$ cat config.mk
export PLATFORM = sky130hd
export DESIGN_NAME = spi_cmd_slave
export DESIGN_NICKNAME = d
export VERILOG_FILES = /design/src/rtl/spi_cmd_slave.sv
export SDC_FILE = /design/constraint.sdc
export NUM_CORES = 1
export LEC_CHECK = 0
export CAP_MARGIN = 40
export CORE_ASPECT_RATIO = 0.6
export CORE_UTILIZATION = 34
export DETAILED_ROUTE_END_ITERATION = 7
export PLACE_DENSITY = 0.56
export REMOVE_ABC_BUFFERS = 1
export SLEW_MARGIN = 10
export SYNTH_ARGS = -nofsm -noshare
export SYNTH_HDL_FRONTEND = slang
export SYNTH_SLANG_ARGS = --single-unit
$ cat constraint.sdc
create_clock -name clk -period 2.3 [get_ports clk]
set_clock_uncertainty 0.2 [all_clocks]
set_input_delay 0.345 -clock clk [delete_from_list [all_inputs] [get_ports clk]]
set_output_delay 0.345 -clock clk [all_outputs]
set_load 0.02 [all_outputs]
$ cat src/rtl/spi_cmd_slave.sv
// SPI command slave: receives opcode/data words over SPI, streams an image into
// the core's memory, launches classification and cost requests, and returns the result on MISO.
module spi_cmd_slave #(
  parameter int WORD_W      = 8,
  parameter int IMG_WORDS   = 72,
  parameter int MSB_FIRST   = 0,
  parameter int SYNC_STAGES = 2
) (
  input  logic                         clk,
  input  logic                         n_rst,
  input  logic                         SCK,
  input  logic                         SS,
  input  logic                         MOSI,
  output logic                         MISO,
  output logic [WORD_W-1:0]            wr_data,
  output logic [$clog2(IMG_WORDS)-1:0] wr_addr,
  output logic                         wr_en,
  output logic                         start,
  output logic                         cost_req,
  output logic [WORD_W-1:0]            cost_label,
  input  logic                         core_done,
  input  logic [WORD_W-1:0]            core_result,
  output logic                         busy
);

  localparam int AW = $clog2(IMG_WORDS);
  localparam int BW = (WORD_W > 1) ? $clog2(WORD_W) : 1;

  localparam logic [WORD_W-1:0] OP_LOAD   = WORD_W'(0);
  localparam logic [WORD_W-1:0] OP_COST   = WORD_W'(1);
  localparam logic [WORD_W-1:0] OP_START  = WORD_W'(2);
  localparam logic [WORD_W-1:0] RESP_ACK  = {WORD_W{1'b1}};
  localparam logic [BW-1:0]     BIT_LAST  = BW'(WORD_W - 1);
  localparam logic [AW-1:0]     ADDR_LAST = AW'(IMG_WORDS - 1);

  typedef enum logic [1:0] {
    S_IDLE     = 2'd0,
    S_LOAD     = 2'd1,
    S_COST_ARG = 2'd2
  } state_t;

  logic [SYNC_STAGES-1:0] sck_sync_q, sck_sync_d;
  logic [SYNC_STAGES-1:0] ss_sync_q, ss_sync_d;
  logic [SYNC_STAGES-1:0] mosi_sync_q, mosi_sync_d;
  logic                   sck_prev_q, sck_prev_d;
  logic                   ss_prev_q, ss_prev_d;

  logic [BW-1:0]     bit_cnt_q, bit_cnt_d;
  logic [WORD_W-1:0] shift_q, shift_d;
  logic [WORD_W-1:0] rx_word_q, rx_word_d;
  logic              word_vld_q, word_vld_d;

  state_t            state_q, state_d;
  logic [AW-1:0]     addr_q, addr_d;
  logic [WORD_W-1:0] resp_q, resp_d;
  logic              busy_q, busy_d;
  logic              img_valid_q, img_valid_d;
  logic              cls_done_q, cls_done_d;
  logic              pend_cls_q, pend_cls_d;
  logic              wr_en_q, wr_en_d;
  logic [AW-1:0]     wr_addr_q, wr_addr_d;
  logic [WORD_W-1:0] wr_data_q, wr_data_d;
  logic              start_q, start_d;
  logic              cost_req_q, cost_req_d;
  logic [WORD_W-1:0] cost_label_q, cost_label_d;

  logic [WORD_W-1:0] snap_q, snap_d;
  logic [WORD_W-1:0] tx_q, tx_d;
  logic [BW-1:0]     tx_cnt_q, tx_cnt_d;
  logic              miso_q, miso_d;

  logic sck_s, ss_s, mosi_s;
  logic sck_rise, sck_fall, ss_rise, ss_fall;
  logic busy_eff;

  assign sck_s    = sck_sync_q[SYNC_STAGES-1];
  assign ss_s     = ss_sync_q[SYNC_STAGES-1];
  assign mosi_s   = mosi_sync_q[SYNC_STAGES-1];
  assign sck_rise = sck_s & ~sck_prev_q;
  assign sck_fall = ~sck_s & sck_prev_q;
  assign ss_rise  = ss_s & ~ss_prev_q;
  assign ss_fall  = ~ss_s & ss_prev_q;
  // A request finishing this cycle frees the core for a decode in the same cycle.
  assign busy_eff = busy_q & ~core_done;

  // Synchronizers, edge history and word receiver.
  always_comb begin
    sck_sync_d  = {sck_sync_q[SYNC_STAGES-2:0], SCK};
    ss_sync_d   = {ss_sync_q[SYNC_STAGES-2:0], SS};
    mosi_sync_d = {mosi_sync_q[SYNC_STAGES-2:0], MOSI};
    sck_prev_d  = sck_s;
    ss_prev_d   = ss_s;
    bit_cnt_d   = bit_cnt_q;
    shift_d     = shift_q;
    rx_word_d   = rx_word_q;
    word_vld_d  = 1'b0;
    if (ss_rise) begin
      bit_cnt_d = BW'(0);
    end else if (sck_rise && !ss_s) begin
      if (MSB_FIRST != 0) begin
        shift_d = {shift_q[WORD_W-2:0], mosi_s};
      end else begin
        shift_d = {mosi_s, shift_q[WORD_W-1:1]};
      end
      if (bit_cnt_q == BIT_LAST) begin
        bit_cnt_d  = BW'(0);
        rx_word_d  = shift_d;
        word_vld_d = 1'b1;
      end else begin
        bit_cnt_d = bit_cnt_q + BW'(1);
      end
    end else begin
      bit_cnt_d = bit_cnt_q;
    end
  end

  // Command FSM: decodes one received word per strobe; core_done owns resp.
  always_comb begin
    state_d      = state_q;
    addr_d       = addr_q;
    resp_d       = resp_q;
    busy_d       = busy_q;
    img_valid_d  = img_valid_q;
    cls_done_d   = cls_done_q;
    pend_cls_d   = pend_cls_q;
    wr_en_d      = 1'b0;
    wr_addr_d    = wr_addr_q;
    wr_data_d    = wr_data_q;
    start_d      = 1'b0;
    cost_req_d   = 1'b0;
    cost_label_d = cost_label_q;

    if (core_done) begin
      busy_d = 1'b0;
      if (busy_q && pend_cls_q) begin
        cls_done_d = 1'b1;
      end else begin
        cls_done_d = cls_done_q;
      end
    end else begin
      busy_d = busy_q;
    end

    if (word_vld_q) begin
      case (state_q)
        S_IDLE: begin
          case (rx_word_q)
            OP_LOAD: begin
              if (busy_eff) begin
                resp_d = RESP_ACK;
              end else begin
                state_d     = S_LOAD;
                addr_d      = AW'(0);
                img_valid_d = 1'b0;
                cls_done_d  = 1'b0;
              end
            end
            OP_START: begin
              resp_d = RESP_ACK;
              if (img_valid_q && !busy_eff) begin
                start_d    = 1'b1;
                busy_d     = 1'b1;
                pend_cls_d = 1'b1;
              end else begin
                start_d = 1'b0;
              end
            end
            OP_COST: begin
              state_d = S_COST_ARG;
            end
            default: begin
              state_d = S_IDLE;
            end
          endcase
        end
        S_LOAD: begin
          wr_en_d   = 1'b1;
          wr_addr_d = addr_q;
          wr_data_d = rx_word_q;
          if (addr_q == ADDR_LAST) begin
            state_d     = S_IDLE;
            addr_d      = AW'(0);
            img_valid_d = 1'b1;
          end else begin
            addr_d = addr_q + AW'(1);
          end
        end
        S_COST_ARG: begin
          state_d = S_IDLE;
          resp_d  = RESP_ACK;
          if (img_valid_q && cls_done_d) begin
            cost_req_d   = 1'b1;
            cost_label_d = rx_word_q;
            busy_d       = 1'b1;
            pend_cls_d   = 1'b0;
          end else begin
            cost_req_d = 1'b0;
          end
        end
        default: begin
          state_d = S_IDLE;
        end
      endcase
    end else begin
      state_d = state_q;
    end

    if (core_done) begin
      resp_d = core_result;
    end else begin
      resp_d = resp_d;
    end
  end

  // MISO shifter: snapshot resp at frame start and replay it every word.
  always_comb begin
    snap_d   = snap_q;
    tx_d     = tx_q;
    tx_cnt_d = tx_cnt_q;
    if (ss_fall) begin
      snap_d   = resp_q;
      tx_d     = resp_q;
      tx_cnt_d = BW'(0);
    end else if (sck_fall && !ss_s) begin
      if (tx_cnt_q == BIT_LAST) begin
        tx_d     = snap_q;
        tx_cnt_d = BW'(0);
      end else begin
        tx_cnt_d = tx_cnt_q + BW'(1);
        if (MSB_FIRST != 0) begin
          tx_d = {tx_q[WORD_W-2:0], 1'b0};
        end else begin
          tx_d = {1'b0, tx_q[WORD_W-1:1]};
        end
      end
    end else begin
      tx_cnt_d = tx_cnt_q;
    end
    if (ss_s) begin
      miso_d = 1'b0;
    end else if (MSB_FIRST != 0) begin
      miso_d = tx_d[WORD_W-1];
    end else begin
      miso_d = tx_d[0];
    end
  end

  // State registers; the select synchronizer resets to the idle (high) level.
  always_ff @(posedge clk or negedge n_rst) begin
    if (!n_rst) begin
      sck_sync_q   <= {SYNC_STAGES{1'b0}};
      ss_sync_q    <= {SYNC_STAGES{1'b1}};
      mosi_sync_q  <= {SYNC_STAGES{1'b0}};
      sck_prev_q   <= 1'b0;
      ss_prev_q    <= 1'b1;
      bit_cnt_q    <= BW'(0);
      shift_q      <= {WORD_W{1'b0}};
      rx_word_q    <= {WORD_W{1'b0}};
      word_vld_q   <= 1'b0;
      state_q      <= S_IDLE;
      addr_q       <= AW'(0);
      resp_q       <= {WORD_W{1'b0}};
      busy_q       <= 1'b0;
      img_valid_q  <= 1'b0;
      cls_done_q   <= 1'b0;
      pend_cls_q   <= 1'b0;
      wr_en_q      <= 1'b0;
      wr_addr_q    <= AW'(0);
      wr_data_q    <= {WORD_W{1'b0}};
      start_q      <= 1'b0;
      cost_req_q   <= 1'b0;
      cost_label_q <= {WORD_W{1'b0}};
      snap_q       <= {WORD_W{1'b0}};
      tx_q         <= {WORD_W{1'b0}};
      tx_cnt_q     <= BW'(0);
      miso_q       <= 1'b0;
    end else begin
      sck_sync_q   <= sck_sync_d;
      ss_sync_q    <= ss_sync_d;
      mosi_sync_q  <= mosi_sync_d;
      sck_prev_q   <= sck_prev_d;
      ss_prev_q    <= ss_prev_d;
      bit_cnt_q    <= bit_cnt_d;
      shift_q      <= shift_d;
      rx_word_q    <= rx_word_d;
      word_vld_q   <= word_vld_d;
      state_q      <= state_d;
      addr_q       <= addr_d;
      resp_q       <= resp_d;
      busy_q       <= busy_d;
      img_valid_q  <= img_valid_d;
      cls_done_q   <= cls_done_d;
      pend_cls_q   <= pend_cls_d;
      wr_en_q      <= wr_en_d;
      wr_addr_q    <= wr_addr_d;
      wr_data_q    <= wr_data_d;
      start_q      <= start_d;
      cost_req_q   <= cost_req_d;
      cost_label_q <= cost_label_d;
      snap_q       <= snap_d;
      tx_q         <= tx_d;
      tx_cnt_q     <= tx_cnt_d;
      miso_q       <= miso_d;
    end
  end

  assign MISO       = miso_q;
  assign wr_en      = wr_en_q;
  assign wr_addr    = wr_addr_q;
  assign wr_data    = wr_data_q;
  assign start      = start_q;
  assign cost_req   = cost_req_q;
  assign cost_label = cost_label_q;
  assign busy       = busy_q;

endmodule
==> flow_summary.json, run 1 <==
{
  "grt_first_pass_wirelength_um": 13400,
  "diodes": 0,
  "clockRootBuffer": "clkbuf_16",
  "gr-total-overflow": 0,
  "syn_area_um2": 3918,
  "worst_slack_ns": 0.3078,
  "drv_slew": 0,
  "gp_congestion": 0.8094,
  "maxCapViolations": 0,
  "synth_compound_area_share_pct": 10.89,
  "rsz0062_at_grt": "no",
  "setup_violations": 0,
  "wl_um": 7617,
  "drive_above_1_share_pct": 17.93,
  "place_area_um2": 4522,
  "clk_pin_slew_ns": 0.06,
  "critPathMaxFanout": 8,
  "vias_per_cell": 4.811,
  "end_kind": "flop",
  "yosysSeqAreaShare_pct": 60.14,
  "tightest_slew_ns": 0.4509,
  "ir_drop_mv": 0.3941,
  "dieArea_um2": 11970,
  "port_buffers": 41,
  "synth_edf_count": 0,
  "ys_seq_elements": 94,
  "synth-simple-area-share_pct": 14.50,
  "p_leak_uw": 0.002310,
  "fin_cells": 535,
  "clockBufferDepth": 2,
  "synthCells": 341,
  "final-seq-area_um2": 2356,
  "synth_top_family_by_area": "simple AND/OR/NAND/NOR gates",
  "antenna_found_initial": 0,
  "core_area_um2": 10890,
  "worst-endpoint-arrival_ns": 2.02,
  "cts_tree": "built",
  "finalHoldViolations": 0,
  "dieWidth_um": 140.6,
  "multi_input_area_um2": 1414,
  "h-tree-depth": 3,
  "place_hpwl_um": 5391,
  "synthXorXnorAreaFrac_pct": 0,
  "syn_area_per_cell_um2": 11.49,
  "max-slew-margin-rel_pct": 69.84,
  "worstSkewPairLatency_ns": 0.34,
  "slowest_delay_ns": 0.45,
  "fin_area_um2": 4827,
  "yosysUniqueCellTypes": 49,
  "ant_nets": 0,
  "fmax_mhz": 502.0,
  "crit_path_cell_trace": "nand2b_1 -> nor3_1 -> buf_4 -> mux2_2",
  "async_reset_ff_share_pct": 100.0,
  "numCtsBuffers": 9,
  "drc": 0,
  "cp_slowest_cell": "dfrtp_1",
  "initial_core_util_pct": 35.99,
  "drt_iter0_markers": 153,
  "wire_per_inst_um": 14.24,
  "cp-start-kind": "flop",
  "cp.required_ns": 2.32,
  "io_pins": 42,
  "fin_crit_ns": 1.992,
  "power_density_nw_per_um2": 746.4,
  "post_cts_buffers": 0,
  "firstDrtPassIters": 4,
  "synth_mux_area_share_pct": 9.103,
  "fillCellCount": 1018,
  "synthToLayoutAreaGrowth_pct": 23.22,
  "rows": 29,
  "grt_use_total_pct": 14.60,
  "cts.sinks": 94,
  "ys.flop_type": "dfrtp_1",
  "yosysWarnings": 0,
  "synth_fa_ha_area_share_pct": 1.597,
  "min_path_type": "flop to flop",
  "grt_pass1_vias": 2600,
  "setup_tns_ns": 0,
  "worstSetupPathType": "flop to flop",
  "post-place-ws_ns": 0.01671,
  "grt_max_degree": 39,
  "dpl.cell_count": 518,
  "nNetsFinal": 410,
  "status": "complete, no violations",
  "die_y_um": 85.15,
  "via_count": 2574,
  "fin_crit_sh_pct": 86.62
}
[path summary, 6_finish.rpt]
check / slack [ns] / to / from / cells after the start
worst max-delay path: 0.31 / cost_label[7]$_DFFE_PN0P_ / state_q[0]$_DFFE_PN0P_ / 4
worst max register to register: 0.31 / cost_label[7]$_DFFE_PN0P_ / state_q[0]$_DFFE_PN0P_ / 4
worst min-delay path: 0.15 / mosi_sync_q[1]$_DFF_PN0_ / mosi_sync_q[0]$_DFF_PN0_ / 0
min in group asynchronous: 0.29 / sck_sync_q[0]$_DFF_PN0_ / n_rst / 2
max in group asynchronous: 1.01 / resp_q[7]$_DFFE_PN0P_ / n_rst / 3
worst min register to register: 0.15 / mosi_sync_q[1]$_DFF_PN0_ / mosi_sync_q[0]$_DFF_PN0_ / 0
[cells in the final DEF (no fill, tap or decap), types with 6 or more instances in the layout]
cell type / count
a22oi_1: 7
a2bb2oi_1: 8
buf_4: 12
clkbuf_16: 9
clkdlybuf4s50_1: 40
dfrtp_1: 91
inv_1: 18
mux2_2: 29
nand2_1: 81
nor2_1: 6
nor3_1: 6
o21ai_0: 15
[flip-flops by register name (all words and copies together) (netlist names), 2 cells and up]
| name | count |
|---|---|
| tx_cnt_q | 3 |
| wr_addr | 7 |
| state_q | 2 |
| tx_q | 8 |
| wr_data | 8 |
| bit_cnt_q | 3 |
| shift_q | 7 |
| snap_q | 8 |
| addr_q | 7 |
| sck_sync_q | 2 |
| cost_label | 8 |
| ss_sync_q | 2 |
| resp_q | 8 |
| mosi_sync_q | 2 |
| rx_word_q | 8 |
[synthesized netlist by cell type (3+ instances only)]
cell / count / area, um^2
nand2_1: 81 / 304.0
mux2i_1: 3 / 30.03
nor2_1: 6 / 22.52
ha_1: 5 / 62.56
nor3_1: 6 / 30.03
buf_2: 3 / 15.01
a22oi_1: 7 / 52.55
dfstp_2: 3 / 78.83
or3_1: 3 / 18.77
inv_1: 18 / 67.56
a2bb2oi_1: 8 / 70.07
nand3_1: 4 / 20.02
dfrtp_1: 91 / 2277
mux2_2: 29 / 326.6
nand2b_1: 4 / 25.02
a21oi_1: 5 / 25.02
o21ai_0: 15 / 75.07
clkbuf_1: 8 / 30.03
a31oi_1: 3 / 18.77
[worst max-delay path, delay by kind of cell, from the launching register on]
kind,cells,cell delay (ns)
buffers and inverters,1,0.25
flip-flops,1,0.45
multiplexers,1,0.34
AND/OR/NAND/NOR,2,0.63
[cell families after synthesis]
logic type,count (synthesis)
multiplexers,32
flip-flops,94
AND/OR/NAND/NOR,121
adder cells (fa/ha/maj),5
buffers and inverters,33
AO/OA/AOI/OAI,56
[cell type report]
class	instances	area share, %
clock buffers	12	5.106
clock inverters	4	1.011
inverters	18	1.400
multi-input cells	214	29.29
flip-flops and latches	94	48.81
well taps	139	3.603
repair buffers	54	10.78
[stage by stage]
stage | total power (uW) | hold slack [ns] | utilization (%)
6_report | 3603 | 0.1479 | 44.34
3_3_place_gp | 2143 | 0.1143 | 41.54
4_1_cts | 3656 | 0.1491 | 44.34
3_5_place_dp | 2156 | 0.1290 | 41.54
5_1_grt | 3765 | 0.1543 | 44.34
2_1_floorplan | 2030 | -0.1506 | -
[what timing repair did]
action / CTS / global route
hold endpoints to repair: 28 / 0
hold buffers: 1 / 0
resized for setup: 0 / 0
[power by group]
part / switching, uW / leakage (uW) / internal, uW / total (uW)
logic: 119 / 0.000955 / 140 / 259
registers: 77.8 / 0.00121 / 1780 / 1860
clock network: 610 / 0.000147 / 871 / 1480
[metal layers]
metal	routed length, um	track usage (%)
met5	0	0
met4	87	5.040
met3	299	4.797
met2	2949	18.86
met1	4281	22.37
Note: power is estimated with default switching activity, not from simulation.
==> run 2, diff against run 1 <==
--- a/config.mk
+++ b/config.mk
@@ -11,7 +11,7 @@
 export DETAILED_ROUTE_END_ITERATION = 7
 export PLACE_DENSITY = 0.56
 export REMOVE_ABC_BUFFERS = 1
-export SLEW_MARGIN = 10
+export SLEW_MARGIN = 20
 export SYNTH_ARGS = -nofsm -noshare
 export SYNTH_HDL_FRONTEND = slang
 export SYNTH_SLANG_ARGS = --single-unit
==> results of run 2 <==
Same layout as run 1: the final DEF is identical, and so are final timing and power.
==> run 3, diff against run 2 <==
--- a/config.mk
+++ b/config.mk
@@ -9,6 +9,7 @@
 export CORE_ASPECT_RATIO = 0.6
 export CORE_UTILIZATION = 34
 export DETAILED_ROUTE_END_ITERATION = 7
+export GPL_TIMING_DRIVEN = 0
 export PLACE_DENSITY = 0.56
 export REMOVE_ABC_BUFFERS = 1
 export SLEW_MARGIN = 20
==> run 3 against run 2 <==
  * Maximum frequency fell by 6.4%
  * Hold slack gained 0.0010 ns
  * Total power grew 0.23%
  * Critical endpoint is now addr_q[6]$_DFFE_PN0P_
  * Combinational power is essentially flat
  * Count of clock-buffer cells in the layout rose by 1
  * Register-to-register slack got worse by 0.14 ns
  * Clock power barely moved
  * Final cell count decreased by 1.7%
  * Flip-flop and latch count unchanged
  * Utilization is 0.37 points lower
==> flow_summary.json, run 3 (same netlist as run 1, synthesis figures left out) <==
{
  "internal-power_uw": 2823,
  "p_sw_share_pct": 21.83,
  "via_count": 2570,
  "synthToLayoutAreaGrowth_pct": 22.20,
  "diodes": 0,
  "hold_ws_ns": 0.1489,
  "critPathMaxFanout": 26,
  "power.share.clock_pct": 41.3,
  "worstSetupPathType": "flop to flop",
  "port_buffers": 41,
  "fin_crit_ns": 2.128,
  "setup_tns_ns": 0,
  "setup_violations": 0,
  "io_pins": 42,
  "post-place-ws_ns": -0.3861,
  "numCtsBuffers": 9,
  "slowest_delay_ns": 0.67,
  "clockBufferDepth": 2,
  "switching_power_uw": 788.3,
  "firstDrtPassIters": 6,
  "grt_max_degree": 68,
  "layout_commonest_cell": "dfrtp_1",
  "dieWidth_um": 140.6,
  "p_leak_uw": 0.002274,
  "clockRootBuffer": "clkbuf_16",
  "cp.required_ns": 2.35,
  "clk_pin_slew_ns": 0.06,
  "seq_power_share_pct": 51.6,
  "combPwrFrac_pct": 7.1,
  "drc": 0,
  "fmax_mhz": 469.9,
  "dieArea_um2": 11970,
  "place_hpwl_um": 5161,
  "max-slew-margin-rel_pct": 50.27,
  "cp-start-kind": "flop",
  "ant_nets": 0,
  "rsz0062_at_grt": "no",
  "cts_tree": "built",
  "drt_iter0_markers": 133,
  "drv_slew": 0,
  "final_cell_mix": "91 x dfrtp_1, 81 x nand2_1, 39 x clkdlybuf4s50_1, 29 x mux2_2, 18 x inv_1",
  "wl_um": 7532,
  "min_path_type": "flop to flop",
  "gr-total-overflow": 0,
  "dpl.cell_count": 509,
  "grt_use_total_pct": 14.41,
  "tightest_slew_ns": 0.7433,
  "grt_first_pass_wirelength_um": 13340,
  "fin_cells": 526,
  "fillCellCount": 1018,
  "antenna_found_initial": 0,
  "drive_above_1_share_pct": 16.54,
  "status": "complete, no violations",
  "nNetsFinal": 401,
  "h-tree-depth": 3,
  "worst_slack_ns": 0.1721,
  "initial_core_util_pct": 35.99,
  "vias_per_cell": 4.886,
  "ir_drop_mv": 0.3414,
  "rows": 29,
  "power_density_nw_per_um2": 754.3,
  "end_kind": "flop",
  "fin_crit_sh_pct": 92.52,
  "worst-endpoint-arrival_ns": 2.18,
  "die_y_um": 85.15,
  "wire_per_inst_um": 14.32,
  "worstSkewPairLatency_ns": 0.34,
  "fin_util_pct": 43.98,
  "grt_pass1_vias": 2688,
  "finalHoldViolations": 0,
  "maxCapViolations": 0,
  "gp_congestion": 0.7826,
  "cts.sinks": 94,
  "crit_path_cell_trace": "nand3b_2 -> or4_1 -> o221ai_1",
  "core_area_um2": 10890,
  "cp_slowest_cell": "or4_1"
}
run 3: cell count changes in the layout (fill, tap and decap cells not counted), sizes merged:
cell / delta
buf: -9
clkbuf: +1
clkdlybuf4s50: -1
clkinv: -2
clkinvlp: +1
dlygate4sd2: +1
run 3: what timing repair did:
action,CTS,global route
setup buffers,0,0
hold endpoints to repair,27,0
gates resized for setup,1,0
hold buffers,1,0
setup endpoints to repair,8,0
run 3: final timing paths:
kind | startpoint | end | slack, ns | cells after the start
worst max-delay path | state_q[1]$_DFFE_PN0P_ | addr_q[6]$_DFFE_PN0P_ | 0.17 | 3
worst min-delay path | mosi_sync_q[0]$_DFF_PN0_ | mosi_sync_q[1]$_DFF_PN0_ | 0.15 | 0
worst max register to register | state_q[1]$_DFFE_PN0P_ | addr_q[6]$_DFFE_PN0P_ | 0.17 | 3
worst min register to register | mosi_sync_q[0]$_DFF_PN0_ | mosi_sync_q[1]$_DFF_PN0_ | 0.15 | 0
max in group asynchronous | n_rst | ss_prev_q$_DFF_PN1_ | 1.04 | 3
min in group asynchronous | n_rst | sck_sync_q[0]$_DFF_PN0_ | 0.24 | 2
run 3: power by group through the flow:
stage	combinational [uW]	clock, uW	sequential [uW]
5_1_grt	293	1620	1880
3_5_place_dp	260	0	1890
4_1_cts	263	1540	1860
2_1_floorplan	162	0	1870
3_3_place_gp	245	0	1890
6_report	256	1490	1860
run 3: area by class of cell:
type,count,area (um^2),share of cell area (%)
clock inverters,3,42.54,0.8887
repair buffers,45,462.9,9.671
multi-input cells,214,1424,29.74
clock buffers,13,260.3,5.436
inverters,18,67.56,1.411
flip-flops and latches,94,2356,49.22
well taps,139,173.9,3.633
run 3: stage by stage:
stage / power [uW] / area [um^2]
finish: 3611 / 4787
CTS: 3670 / 4787
detailed placement: 2154 / 4476
global route: 3796 / 4787
floorplan: 2030 / 3837
global placement: 2135 / 4422
run 3: layer usage:
metal | GRT usage (%) | vias to the layer above | wire (um)
li1 | - | 1254 | -
met1 | 20.38 | 1259 | 4002
met2 | 21.00 | 48 | 3121
met3 | 4.289 | 9 | 310
met4 | 5.138 | 0 | 97
met5 | 0 | - | 0
run 3: critical path, delay by kind of cell (launching register included):
family          cells  cell delay (ns)
compound gates      1             0.08
flops               1             0.47
simple gates        2             1.29
